$ cat src/rtl/apb_regfile_slave.sv
// APB completer with a word-addressed register file and fixed wait-state insertion.
// Register 0 drives ctrl_out; register 1 reads back status_in and rejects writes.
module apb_regfile_slave #(
    parameter int unsigned ADDR_WIDTH  = 8,
    parameter int unsigned DATA_WIDTH  = 32,
    parameter int unsigned NUM_REGS    = 16,
    parameter int unsigned WAIT_CYCLES = 2
) (
    input  logic                  PCLK,
    input  logic                  PRESETn,
    input  logic                  PSEL,
    input  logic                  PENABLE,
    input  logic [ADDR_WIDTH-1:0] PADDR,
    input  logic                  PWRITE,
    input  logic [DATA_WIDTH-1:0] PWDATA,
    output logic [DATA_WIDTH-1:0] PRDATA,
    output logic                  PREADY,
    output logic                  PSLVERR,
    output logic [DATA_WIDTH-1:0] ctrl_out,
    input  logic [DATA_WIDTH-1:0] status_in
);

    localparam int unsigned CNT_W     = 4;
    localparam int unsigned IDX_W     = ADDR_WIDTH - 2;
    localparam int unsigned REG_IDX_W = (NUM_REGS > 1) ? $clog2(NUM_REGS) : 1;

    typedef enum logic {
        ST_IDLE,
        ST_ACCESS
    } state_e;

    state_e                  state_q, state_d;
    logic [CNT_W-1:0]        cnt_q, cnt_d;
    logic [ADDR_WIDTH-1:0]   addr_q, addr_d;
    logic                    write_q, write_d;
    logic [DATA_WIDTH-1:0]   wdata_q, wdata_d;
    logic [DATA_WIDTH-1:0]   regs_q [NUM_REGS];

    logic                    wr_en;
    logic                    ready;
    logic [IDX_W-1:0]        idx;
    logic [REG_IDX_W-1:0]    reg_idx;
    logic                    err_misalign;
    logic                    err_range;
    logic                    err_ro;
    logic                    err_any;
    logic [DATA_WIDTH-1:0]   rd_word;

    // Address decode works only on the latched setup-phase values
    assign idx          = addr_q[ADDR_WIDTH-1:2];
    assign reg_idx      = idx[REG_IDX_W-1:0];
    assign err_misalign = |addr_q[1:0];
    assign err_range    = ({1'b0, idx} >= (IDX_W + 1)'(NUM_REGS));
    assign err_ro       = write_q && (idx == IDX_W'(1));
    assign err_any      = err_misalign || err_range || err_ro;

    assign ready   = (state_q == ST_ACCESS) && (cnt_q == '0);
    assign rd_word = (reg_idx == REG_IDX_W'(1)) ? status_in : regs_q[reg_idx];

    assign PREADY   = ready;
    assign PSLVERR  = ready && err_any;
    assign PRDATA   = (ready && !write_q && !err_any) ? rd_word : '0;
    assign ctrl_out = regs_q[0];

    // State, wait counter and latched transfer attributes
    always_ff @(posedge PCLK or negedge PRESETn) begin
        if (!PRESETn) begin
            state_q <= ST_IDLE;
            cnt_q   <= '0;
            addr_q  <= '0;
            write_q <= 1'b0;
            wdata_q <= '0;
        end else begin
            state_q <= state_d;
            cnt_q   <= cnt_d;
            addr_q  <= addr_d;
            write_q <= write_d;
            wdata_q <= wdata_d;
        end
    end

    always_comb begin
        state_d = state_q;
        cnt_d   = cnt_q;
        addr_d  = addr_q;
        write_d = write_q;
        wdata_d = wdata_q;
        wr_en   = 1'b0;
        case (state_q)
            ST_IDLE: begin
                // PSEL with PENABLE already high is a protocol violation and is ignored
                if (PSEL && !PENABLE) begin
                    addr_d  = PADDR;
                    write_d = PWRITE;
                    wdata_d = PWDATA;
                    cnt_d   = CNT_W'(WAIT_CYCLES);
                    state_d = ST_ACCESS;
                end
            end
            ST_ACCESS: begin
                if (!PSEL) begin
                    state_d = ST_IDLE;
                    cnt_d   = '0;
                end else if (cnt_q != '0) begin
                    cnt_d = cnt_q - CNT_W'(1);
                end else if (PENABLE) begin
                    state_d = ST_IDLE;
                    wr_en   = write_q && !err_any;
                end
            end
            default: begin
                state_d = ST_IDLE;
                cnt_d   = '0;
            end
        endcase
    end

    // Register file; slot 1 is never written because err_ro blocks it
    always_ff @(posedge PCLK or negedge PRESETn) begin
        if (!PRESETn) begin
            regs_q <= '{default: '0};
        end else if (wr_en) begin
            regs_q[reg_idx] <= wdata_q;
        end
    end

endmodule

$ cat config.mk
export PLATFORM = sky130hd
export DESIGN_NAME = apb_regfile_slave
export DESIGN_NICKNAME = d
export VERILOG_FILES = /design/src/rtl/apb_regfile_slave.sv
export SDC_FILE = /design/constraint.sdc
export NUM_CORES = 1
export LEC_CHECK = 0
export CORE_MARGIN = 2
export CORE_UTILIZATION = 65
export CTS_CLUSTER_DIAMETER = 100
export CTS_CLUSTER_SIZE = 30
export DETAILED_ROUTE_END_ITERATION = 6
export GPL_ROUTABILITY_DRIVEN = 0
export PLACE_DENSITY = 0.86
export SETUP_SLACK_MARGIN = 0.05
export SKIP_CTS_REPAIR_TIMING = 1
export SLEW_MARGIN = 25
export SYNTH_ARGS = -nofsm -noshare
export SYNTH_HDL_FRONTEND = slang
export SYNTH_SLANG_ARGS = --single-unit
$ cat constraint.sdc
create_clock -name PCLK -period 5.38 [get_ports PCLK]
set_input_delay 1.076 -clock PCLK [delete_from_list [all_inputs] [get_ports PCLK]]
set_output_delay 1.076 -clock PCLK [all_outputs]
set_load 0.005 [all_outputs]
[After elaboration in Yosys (flattened, before gate mapping)]
Cells that the tools add are included.
Word-level totals
  bits in registers: 558
  input bits: 77
  output and inout bits: 66
Cells by class
  $add $sub $neg: 1
  order comparisons: 3
  eq/ne operators: 4
  multiplexer cells: 21
  bitwise operators: 2
  reduce and logical (&&, ||, !) cells: 18
Operator list (count)
  bitwise mux 512 bit: 1
  2-to-1 mux 32 bit: 5
  binary-select mux 32 bit (select 4 bit): 1
  demux 32 bit (select 4 bit): 1
  2-to-1 mux 4 bit: 3
  logical AND 1 bit: 8
  2-to-1 mux 1 bit: 8
  case mux 4 bit (2 select lines): 1
  equality test 6 x 1 -> 1 bit (second input constant): 1
  greater-or-equal comparator 6 x 5 -> 1 bit (second input constant): 1
  greater-or-equal comparator 5 bit (second input constant): 1
  less-than comparator 5 x 1 -> 1 bit (second input constant): 1
  inverter 4 -> 5 bit: 1
  equality test 4 x 1 -> 1 bit (second input constant): 1
  zero test 4 bit: 1
  AND reduction 2 bit: 2
  nonzero test 4 bit: 1
  subtractor 4 x 1 -> 4 bit (second input constant): 1
  zero test 1 bit: 3
  != test 3 x 2 -> 1 bit (second input constant): 1
  logical OR 1 bit: 2
  != test 2 bit (second input constant): 1
  case mux 1 bit (2 select lines): 1
  OR reduction 2 bit: 1
  inverter 1 bit: 1

[Logic depth before layout (Yosys ltp)]
Gate-level depths: netlist of run 1.
  depth after elaboration: 9
  mapped depth: 8
  gate-level depth less buffers: 6

[Worst setup path before layout of run 1]
Ideal clock, no wire load.
  path type: reg-to-output
  from: register cnt_q[0]
  to: output PRDATA[0]
  arrival: 1.983 ns
  path slack: 2.321 ns
  cell stages (with the launch flop): 8
  cell sequence: dfrtp_1 > inv_1 > ha_1 > or4bb_1 > nor3_1 > nand3_1 > clkbuf_1 > o221ai_1
Between the ends
  longest elaborated chain between the ends: 5
RTL lines
  start, declared: line 33  | logic [CNT_W-1:0] cnt_q, cnt_d;
  start signal, assigned: line 75  | cnt_q <= cnt_d;
  zero test 4 bit: line 57  | assign ready = (state_q == ST_ACCESS) && (cnt_q == '0);
  logical AND 1 bit: line 57
  logical AND 1 bit (2 in a row): line 62  | assign PRDATA = (ready && !write_q && !err_any) ? rd_word : '0;
  2-to-1 mux 32 bit: line 62
  end, declared: line 16  | output logic [DATA_WIDTH-1:0] PRDATA,
Every way passes these cells.

[Final worst setup path of run 1]
  from: register cnt_q[0]
  to: output PRDATA[6]
Same word-level chain as after synthesis.

==> flow_metrics.tcl, run 1 <==
set metrics [dict create \
    status "finished clean" \
    ir_drop_mv 0.272 \
    clk_path_buf_depth 3 \
    cts_tree "yes" \
    post_drt_wl_per_cell_um 25.0 \
    cts_sinks 557 \
    hp-class "reg2reg" \
    die_x_um 201 \
    powerDensity_nw_per_um2 273 \
    synth_top_area_share_pct 55.4 \
    grt_max_degree 138 \
    fin_cells 2123 \
    drtPass1Iterations 5 \
    post-place-cells 2097 \
    finalCritPeriodShare_pct 95.2 \
    startpoint_type "flop" \
    synth_area_um2 25200 \
    synth-warning-count 0 \
    synth_fa_ha_area_share_pct 0.0497 \
    crit_type "reg2out" \
    arrival_ps 4050 \
    ant_nets 0 \
    setup-tns-final_ps 0 \
    grt_pass1_wl_mm 84.4 \
    synth_top_family_by_area "multiplexers" \
    grt_usage_pct 26.9 \
    drt-total-wl_mm 53.1 \
    drc 0 \
    via_per_inst 6.45 \
    drt-initial-drc-count 882 \
    slew_headroom_pct 30.6 \
    skew_ps 13.6 \
    synth_flop_cell "dfrtp_1" \
    clk_latency_ps 560 \
    ys_ff_latch 557 \
    leakage_nw 13.2 \
    ys_types 46 \
    initial_utilization_pct 65.4 \
    critPathMaxFanout 16 \
    coreArea_um2 38500 \
    synth_cells 1604 \
    clock.fmax_mhz 195 \
    dieArea_um2 40300 \
    clk_pin_slew_ps 110 \
    grt_overflow 0 \
    port_buffers 142 \
    critPathCaptureType "output pin" \
    numCtsBuffers 22 \
    synthTopCellsByCount "dfrtp_1 (557), mux2_2 (516), mux4_2 (126)" \
    rows 72 \
    synthArstFlopShare_pct 100 \
    synth_area_leaders "dfrtp_1 (55%), mux2_2 (23%), mux4_2 (11%), mux2i_1 (2.5%), clkbuf_1 (1.5%)" \
    worst_slew_pin_slew_ps 1040 \
    finalHoldViolCount 0 \
    place_hpwl_mm 32.2 \
    die_h_um 201 \
    synth_xor_area_share_pct 0.0696 \
    finalSetupViolCount 0 \
    yosysTopAreaCell "dfrtp_1" \
    synth_nets 1682 \
    synth-edff-count 0 \
    grt_pass1_vias 15000 \
    via_count 13700 \
    synth_compound_area_share_pct 1.58 \
    finalNetCount 1681 \
    maxSlewViolCount 0 \
    rsz0062_at_grt "no" \
    htree_num_levels 1 \
    seq_area_frac_synth_pct 55.4 \
    syn_to_final_growth_pct 8.21 \
    required_ps 4300 \
    muxShareOfSynthArea_pct 37.1 \
    yosysMostFrequentCell "dfrtp_1" \
    min_period_ps 5120 \
    io-pin-count 143 \
    drive_above_1_share_pct 45.3 \
    synth.avg_cell_area_um2 15.7 \
    cts-root-buf "clkbuf_16" \
    yosys.area_share.simple_pct 1.80 \
    drv_cap 0 \
    num_antenna_cells 0 \
    antenna_found_initial 0 \
]
-- path summary, 6_finish.rpt --
check / startpoint / end / cells after the start / slack (ps)
setup / recovery: cnt_q[0] / PRDATA[6] / 8 / 260
hold / removal: regs_q[461] / regs_q[461] / 0 / 380
setup reg to reg: addr_q[3] / regs_q[392] / 6 / 1670
hold reg to reg: regs_q[461] / regs_q[461] / 0 / 380
max in group asynchronous: PRESETn / regs_q[158] / 2 / 3550
min in group asynchronous: PRESETn / wdata_q[9] / 1 / 530
-- final cells by class --
cell class / count / area (um2)
multi-input combinational: 842 / 10300
clock inverter: 3 / 18.8
fill: 2481 / 11200
clock buffer: 23 / 576
timing repair buffer: 173 / 1730
inverter: 7 / 27.5
sequential: 557 / 13900
tap: 518 / 648
-- worst max-delay path: stages, from the launching register on --
cell,delay [ps]
dfrtp_1,430
inv_1,70
ha_1,210
or4bb_1,530
nor3_1,650
nand3_4,410
buf_4,360
o221ai_1,240
clkdlybuf4s50_1,540
-- registers in the layout (all words and copies together), names as in the netlist --
signal and flops:
regs_q 479, ctrl_out 32, wdata_q 32, addr_q 8, cnt_q 4, state_q 1, write_q 1
-- cells in the final DEF (no fill, tap or decap), drive strengths merged, types with 2 or more instances in the layout --
cell and instances:
nand3 4, and3 3, clkinv 4, nor2 6, o21ai 5, nor3 2, buf 32, mux4 126
mux2i 62, dfrtp 557, clkbuf 23, clkdlybuf4s50 141, a21oi 3, mux2 521, nor4 5, a32o 3
o221ai 31, inv 6, nor3b 3, nand2 46, nor2b 2, nand4 3
-- power breakdown --
group          total [mW]  internal [mW]  switching (mW)
Sequential           4.58           4.28           0.295
Combinational       0.863          0.406           0.456
Clock                2.00          0.779            1.22
Total                7.44           5.47            1.97
-- routing by layer --
metal / routed length, um / part of all wire, % / track usage (%) / vias up
met5: 0 / 0 / 0 / -
met1: 23100 / 43 / 38.4 / 7432
met4: 1330 / 2.5 / 7.46 / 0
met3: 1860 / 3.5 / 2.14 / 82
met2: 26900 / 51 / 45.6 / 333
li1: - / - / - / 5851
-- metrics by stage --
stage,setup WS [ps],hold slack (ps),utilization [%],cell area (um2),total power [mW]
floorplan,2320,425,-,25200,5.16
global placement,958,360,69.2,26600,5.50
detailed placement,764,363,69.2,26600,5.53
CTS,129,388,70.7,27200,7.50
global route,94.5,393,70.8,27200,7.74
finish,258,384,70.8,27200,7.44
-- kinds of logic (layout without fill, tap and decap cells) --
| kind of cell | count (synthesis) | count (layout) |
|---|---|---|
| multiplexers | 709 | 709 |
| flip-flops | 557 | 557 |
| buffers and inverters | 205 | 206 |
| AND/OR/NAND/NOR | 82 | 82 |
| AO/OA/AOI/OAI | 48 | 48 |
| XOR/XNOR | 2 | 2 |
| adder cells (fa/ha/maj) | 1 | 1 |
No activity file was read; power rests on OpenSTA's default activity.
==> run 2: changes to the inputs <==
--- a/config.mk
+++ b/config.mk
@@ -5,7 +5,7 @@
 export SDC_FILE = /design/constraint.sdc
 export NUM_CORES = 1
 export LEC_CHECK = 0
-export CORE_MARGIN = 2
+export CORE_MARGIN = 3
 export CORE_UTILIZATION = 65
 export CTS_CLUSTER_DIAMETER = 100
 export CTS_CLUSTER_SIZE = 30
==> run 2 against run 1 <==
  * Non-clock buffer count is 13 higher
  * Global-route usage hardly changed
  * Wire length is 2.4% higher
  * Critical path type unchanged
  * Largest cell class unchanged
==> flow_metrics.tcl, run 2 (same netlist as run 1, synthesis figures left out) <==
set metrics [dict create \
    drive_above_1_share_pct 45.0 \
    drv_cap 0 \
    port_buffers 142 \
    cts_sinks 557 \
    syn_to_final_growth_pct 8.54 \
    place_hpwl_mm 33.7 \
    via_count 13900 \
    grt_pass1_vias 15200 \
    grt_usage_pct 26.9 \
    leakage_nw 13.2 \
    ir_drop_mv 0.251 \
    largest_register_ffs 479 \
    hp-class "reg2reg" \
    powerDensity_nw_per_um2 273 \
    slew_headroom_pct 25.2 \
    antenna_found_initial 0 \
    drt-initial-drc-count 1046 \
    r2r_cells 7 \
    initial_utilization_pct 66.3 \
    drtPass1Iterations 5 \
    worst_slew_pin_slew_ps 1120 \
    htree_num_levels 1 \
    r2r_end "regs_q[51]" \
    worstReg2RegStart "cnt_q[0]" \
    ant_nets 0 \
    cts-root-buf "clkbuf_16" \
    via_per_inst 6.51 \
    drc 0 \
    die_h_um 203 \
    slowest_delay_ps 560 \
    grt_pass1_wl_mm 86.5 \
    setup-tns-final_ps 0 \
    layout_common_cells "dfrtp_1 (555), mux2_2 (516), clkdlybuf4s50_1 (141)" \
    path_cells "inv_1 > ha_1 > or4bb_1 > nor3_1 > nand3_1 > buf_4 > o221ai_1 > clkdlybuf4s50_1" \
    setup_ws_ps 830 \
    die_x_um 203 \
    rows 71 \
    critPathMaxFanout 16 \
    finalSetupViolCount 0 \
    holdPathStages 0 \
    grt_max_degree 122 \
    crit_path_top_delay_cell "clkdlybuf4s50_1" \
    finalHoldViolCount 0 \
    clk_pin_slew_ps 110 \
    layout_commonest_cell "dfrtp_1" \
    status "finished clean" \
    io-pin-count 143 \
    skew_ps 18.2 \
    r2r_slack_ps 1970 \
    drt-total-wl_mm 54.4 \
    critPathBufInv 3 \
    arrival_ps 3470 \
    fin_cells 2128 \
    finalCritPeriodShare_pct 84.6 \
    regMostFlops "regs_q" \
    min-delay-start "regs_q[451]" \
    clock.fmax_mhz 220 \
    worstHoldEndpoint "regs_q[451]" \
    crit_family "simple AND/OR/NAND/NOR gates" \
    dieArea_um2 41100 \
    place_ws_ps 1210 \
    min_period_ps 4550 \
    startpoint_type "flop" \
    coreArea_um2 37900 \
    clk_path_buf_depth 3 \
    post_drt_wl_per_cell_um 25.5 \
    num_antenna_cells 0 \
    crit_type "reg2out" \
    required_ps 4300 \
    grt_overflow 0 \
    cts_tree "yes" \
    numCtsBuffers 22 \
    rsz0062_at_grt "no" \
    clk_latency_ps 560 \
    post-place-cells 2102 \
    finalNetCount 1694 \
    maxSlewViolCount 0 \
    critPathCaptureType "output pin" \
]
-- run 2: changes by cell type in the layout (fill, tap and decap cells not counted), sizes merged --
| cell | delta |
|---|---|
| clkbuf | +1 |
| buf | +13 |
| clkinv | -1 |
| inv | -1 |
-- run 2: routing by layer --
metal	global-route usage, %	up-vias	part of all wire [%]
met3	3.00	94	4.3
met1	38.2	7528	43
met4	7.23	0	2.9
li1	-	5864	-
met5	0	-	0
met2	45.3	369	50
-- run 2: power breakdown --
group	switching [mW]	leakage [nW]	total, mW	internal, mW
Clock	1.22	0.292	2.00	0.782
Sequential	0.325	7.69	4.61	4.28
Combinational	0.425	5.23	0.840	0.414
Total	1.97	13.2	7.45	5.48
-- run 2: how the worst max path moves through the flow --
stage	to	cells past startpoint	slack, ps	start
floorplan	PRDATA[0]	7	2320	cnt_q[0]
global placement	regs_q[61]	6	1340	PSEL
detailed placement	regs_q[63]	6	1210	PSEL
CTS	PRDATA[28]	6	800	addr_q[4]
global route	PRDATA[0]	8	640	cnt_q[0]
finish	PRDATA[0]	8	830	cnt_q[0]
-- run 2: through the flow --
step	power [mW]	utilization [%]	instance area, um2	hold slack, ps
floorplan	5.16	-	25200	425
global placement	5.51	70.3	26700	360
detailed placement	5.54	70.3	26700	363
CTS	7.51	71.9	27300	388
global route	7.74	72.0	27300	400
finish	7.45	72.0	27300	386
-- run 2: cell type report --
type,count,area [um2]
clock buffer,24,579
timing repair buffer,186,1880
inverter,7,27.5
tap,511,639
multi-input combinational,842,10200
clock inverter,1,16.3
sequential,557,13900
fill,2443,10600
==> run 3: changes to the inputs <==
--- a/config.mk
+++ b/config.mk
@@ -6,12 +6,12 @@
 export NUM_CORES = 1
 export LEC_CHECK = 0
 export CORE_MARGIN = 3
-export CORE_UTILIZATION = 65
+export CORE_UTILIZATION = 54
 export CTS_CLUSTER_DIAMETER = 100
 export CTS_CLUSTER_SIZE = 30
 export DETAILED_ROUTE_END_ITERATION = 6
 export GPL_ROUTABILITY_DRIVEN = 0
-export PLACE_DENSITY = 0.86
+export PLACE_DENSITY = 0.76
 export SETUP_SLACK_MARGIN = 0.05
 export SKIP_CTS_REPAIR_TIMING = 1
 export SLEW_MARGIN = 25
==> constraint.sdc (replaced) <==
create_clock -name PCLK -period 3.7 [get_ports PCLK]
set_input_delay 0.74 -clock PCLK [delete_from_list [all_inputs] [get_ports PCLK]]
set_output_delay 0.74 -clock PCLK [all_outputs]
set_load 0.005 [all_outputs]
==> run 3 against run 2 <==
  * The run now ends with negative setup slack left
  * Clock-buffer cell count grew 3
  * Via count is essentially flat
  * Power is 48% higher
  * Sequential cell count unchanged
  * Critical path depth down 1
  * Sequential share of layout area down 1.4 points
  * Largest cell class unchanged
  * Largest power group unchanged
==> flow_metrics.tcl, run 3 (same netlist as run 1, synthesis figures left out) <==
set metrics [dict create \
    status "finished, violations left" \
    violations "negative setup slack" \
    hp-class "in2async" \
    drive_above_1_share_pct 47.6 \
    cts-root-buf "clkbuf_16" \
    num_antenna_cells 0 \
    critPathMaxFanout 10 \
    grt_max_degree 86 \
    startpoint_type "flop" \
    path_cells "or4b_4 > nor4_4 > buf_4 > buf_6 > nand2_1 > o221ai_2 > clkdlybuf4s50_1" \
    setup-tns-final_ps -512 \
    slowest_delay_ps 600 \
    layout_commonest_cell "dfrtp_1" \
    via_per_inst 6.15 \
    worstReg2RegStart "cnt_q[0]" \
    grt_overflow 0 \
    place_hpwl_mm 34.8 \
    drv_cap 0 \
    clk_path_buf_depth 3 \
    maxSlewViolCount 0 \
    via_count 13800 \
    drtPass1Iterations 4 \
    crit_type "reg2out" \
    rsz0062_at_grt "yes" \
    antenna_found_initial 0 \
    initial_utilization_pct 55.1 \
    critPathCaptureType "output pin" \
    place_ws_ps 44.0 \
    coreArea_um2 45700 \
    drt-initial-drc-count 1021 \
    largest_register_ffs 479 \
    clk_latency_ps 570 \
    finalSetupViolCount 4 \
    grt_pass1_wl_mm 87.4 \
    die_h_um 222 \
    rows 78 \
    crit_path_top_delay_cell "or4b_4" \
    htree_num_levels 1 \
    grt_pass1_vias 14800 \
    post_drt_wl_per_cell_um 24.8 \
    finalCritPeriodShare_pct 104 \
    grt_usage_pct 22.5 \
    setup_ws_ps -156 \
    regMostFlops "regs_q" \
    drt-total-wl_mm 55.8 \
    critPathLaunch "addr_q[3]" \
    finalNetCount 1724 \
    port_buffers 142 \
    drc 0 \
    cts_sinks 557 \
    dieArea_um2 49200 \
    worst_slew_pin_slew_ps 689 \
    io-pin-count 143 \
    ir_drop_mv 0.417 \
    ant_nets 0 \
    skew_ps 21.7 \
    min_period_ps 3860 \
    powerDensity_nw_per_um2 392 \
    cts_tree "yes" \
    numCtsBuffers 22 \
    required_ps 2960 \
    finalHoldViolCount 0 \
    clock.fmax_mhz 259 \
    slew_headroom_pct 54.1 \
    clk_pin_slew_ps 110 \
    die_x_um 222 \
    leakage_nw 14.0 \
    layout_common_cells "dfrtp_1 (554), mux2_2 (516), mux4_2 (126)" \
    syn_to_final_growth_pct 11.6 \
    arrival_ps 3120 \
]
==> run 3: power breakdown <==
part           switching, mW  internal [mW]  leakage, nW
sequential             0.387           6.23         7.69
clock                   1.79           1.18        0.305
combinational          0.743          0.689         5.97
total                   2.92           8.10         14.0
==> run 3: routing by layer <==
layer  wire, um  GRT usage, %
met2      28500          39.1
met4        958          3.80
met5          0             0
met3       1950          2.30
met1      24400          31.7
==> run 3: worst paths after layout <==
| check | endpoint | slack (ps) | depth (start not counted) |
|---|---|---|---|
| hold reg to reg | regs_q[450] | 390 | 0 |
| hold / removal | regs_q[454] | 140 | 1 |
| min in group PCLK | regs_q[450] | 390 | 0 |
| max in group asynchronous | ctrl_out[21] | 2530 | 3 |
| setup reg to reg | regs_q[116] | 820 | 7 |
| setup / recovery | PRDATA[17] | -160 | 7 |
==> run 3: area by class of cell <==
class | count | area [um2]
inverters | 7 | 28.8
multi-input cells | 842 | 10300
clock buffers | 27 | 611
well taps | 600 | 751
clock inverters | 1 | 8.76
flip-flops and latches | 557 | 13900
fillers | 3378 | 17600
repair buffers | 216 | 2400
==> run 3: per-stage QoR <==
step	hold WS [ps]	instance area, um2	std cells	util, %	power, mW
6_report	141	28100	2250	61.5	11.0
5_1_grt	173	28100	2250	61.5	11.5
4_1_cts	158	27800	2241	60.9	11.1
3_5_place_dp	363	27200	2213	59.5	8.14
3_3_place_gp	360	27200	2213	59.5	8.10
2_1_floorplan	425	25200	1604	-	7.50
==> run 3: critical path, delay by kind of cell (launching register included) <==
| kind | cells | cell delay, ps |
|---|---|---|
| simple gates | 3 | 960 |
| buf+inv | 3 | 940 |
| flops | 1 | 550 |
| compound gates | 1 | 70 |
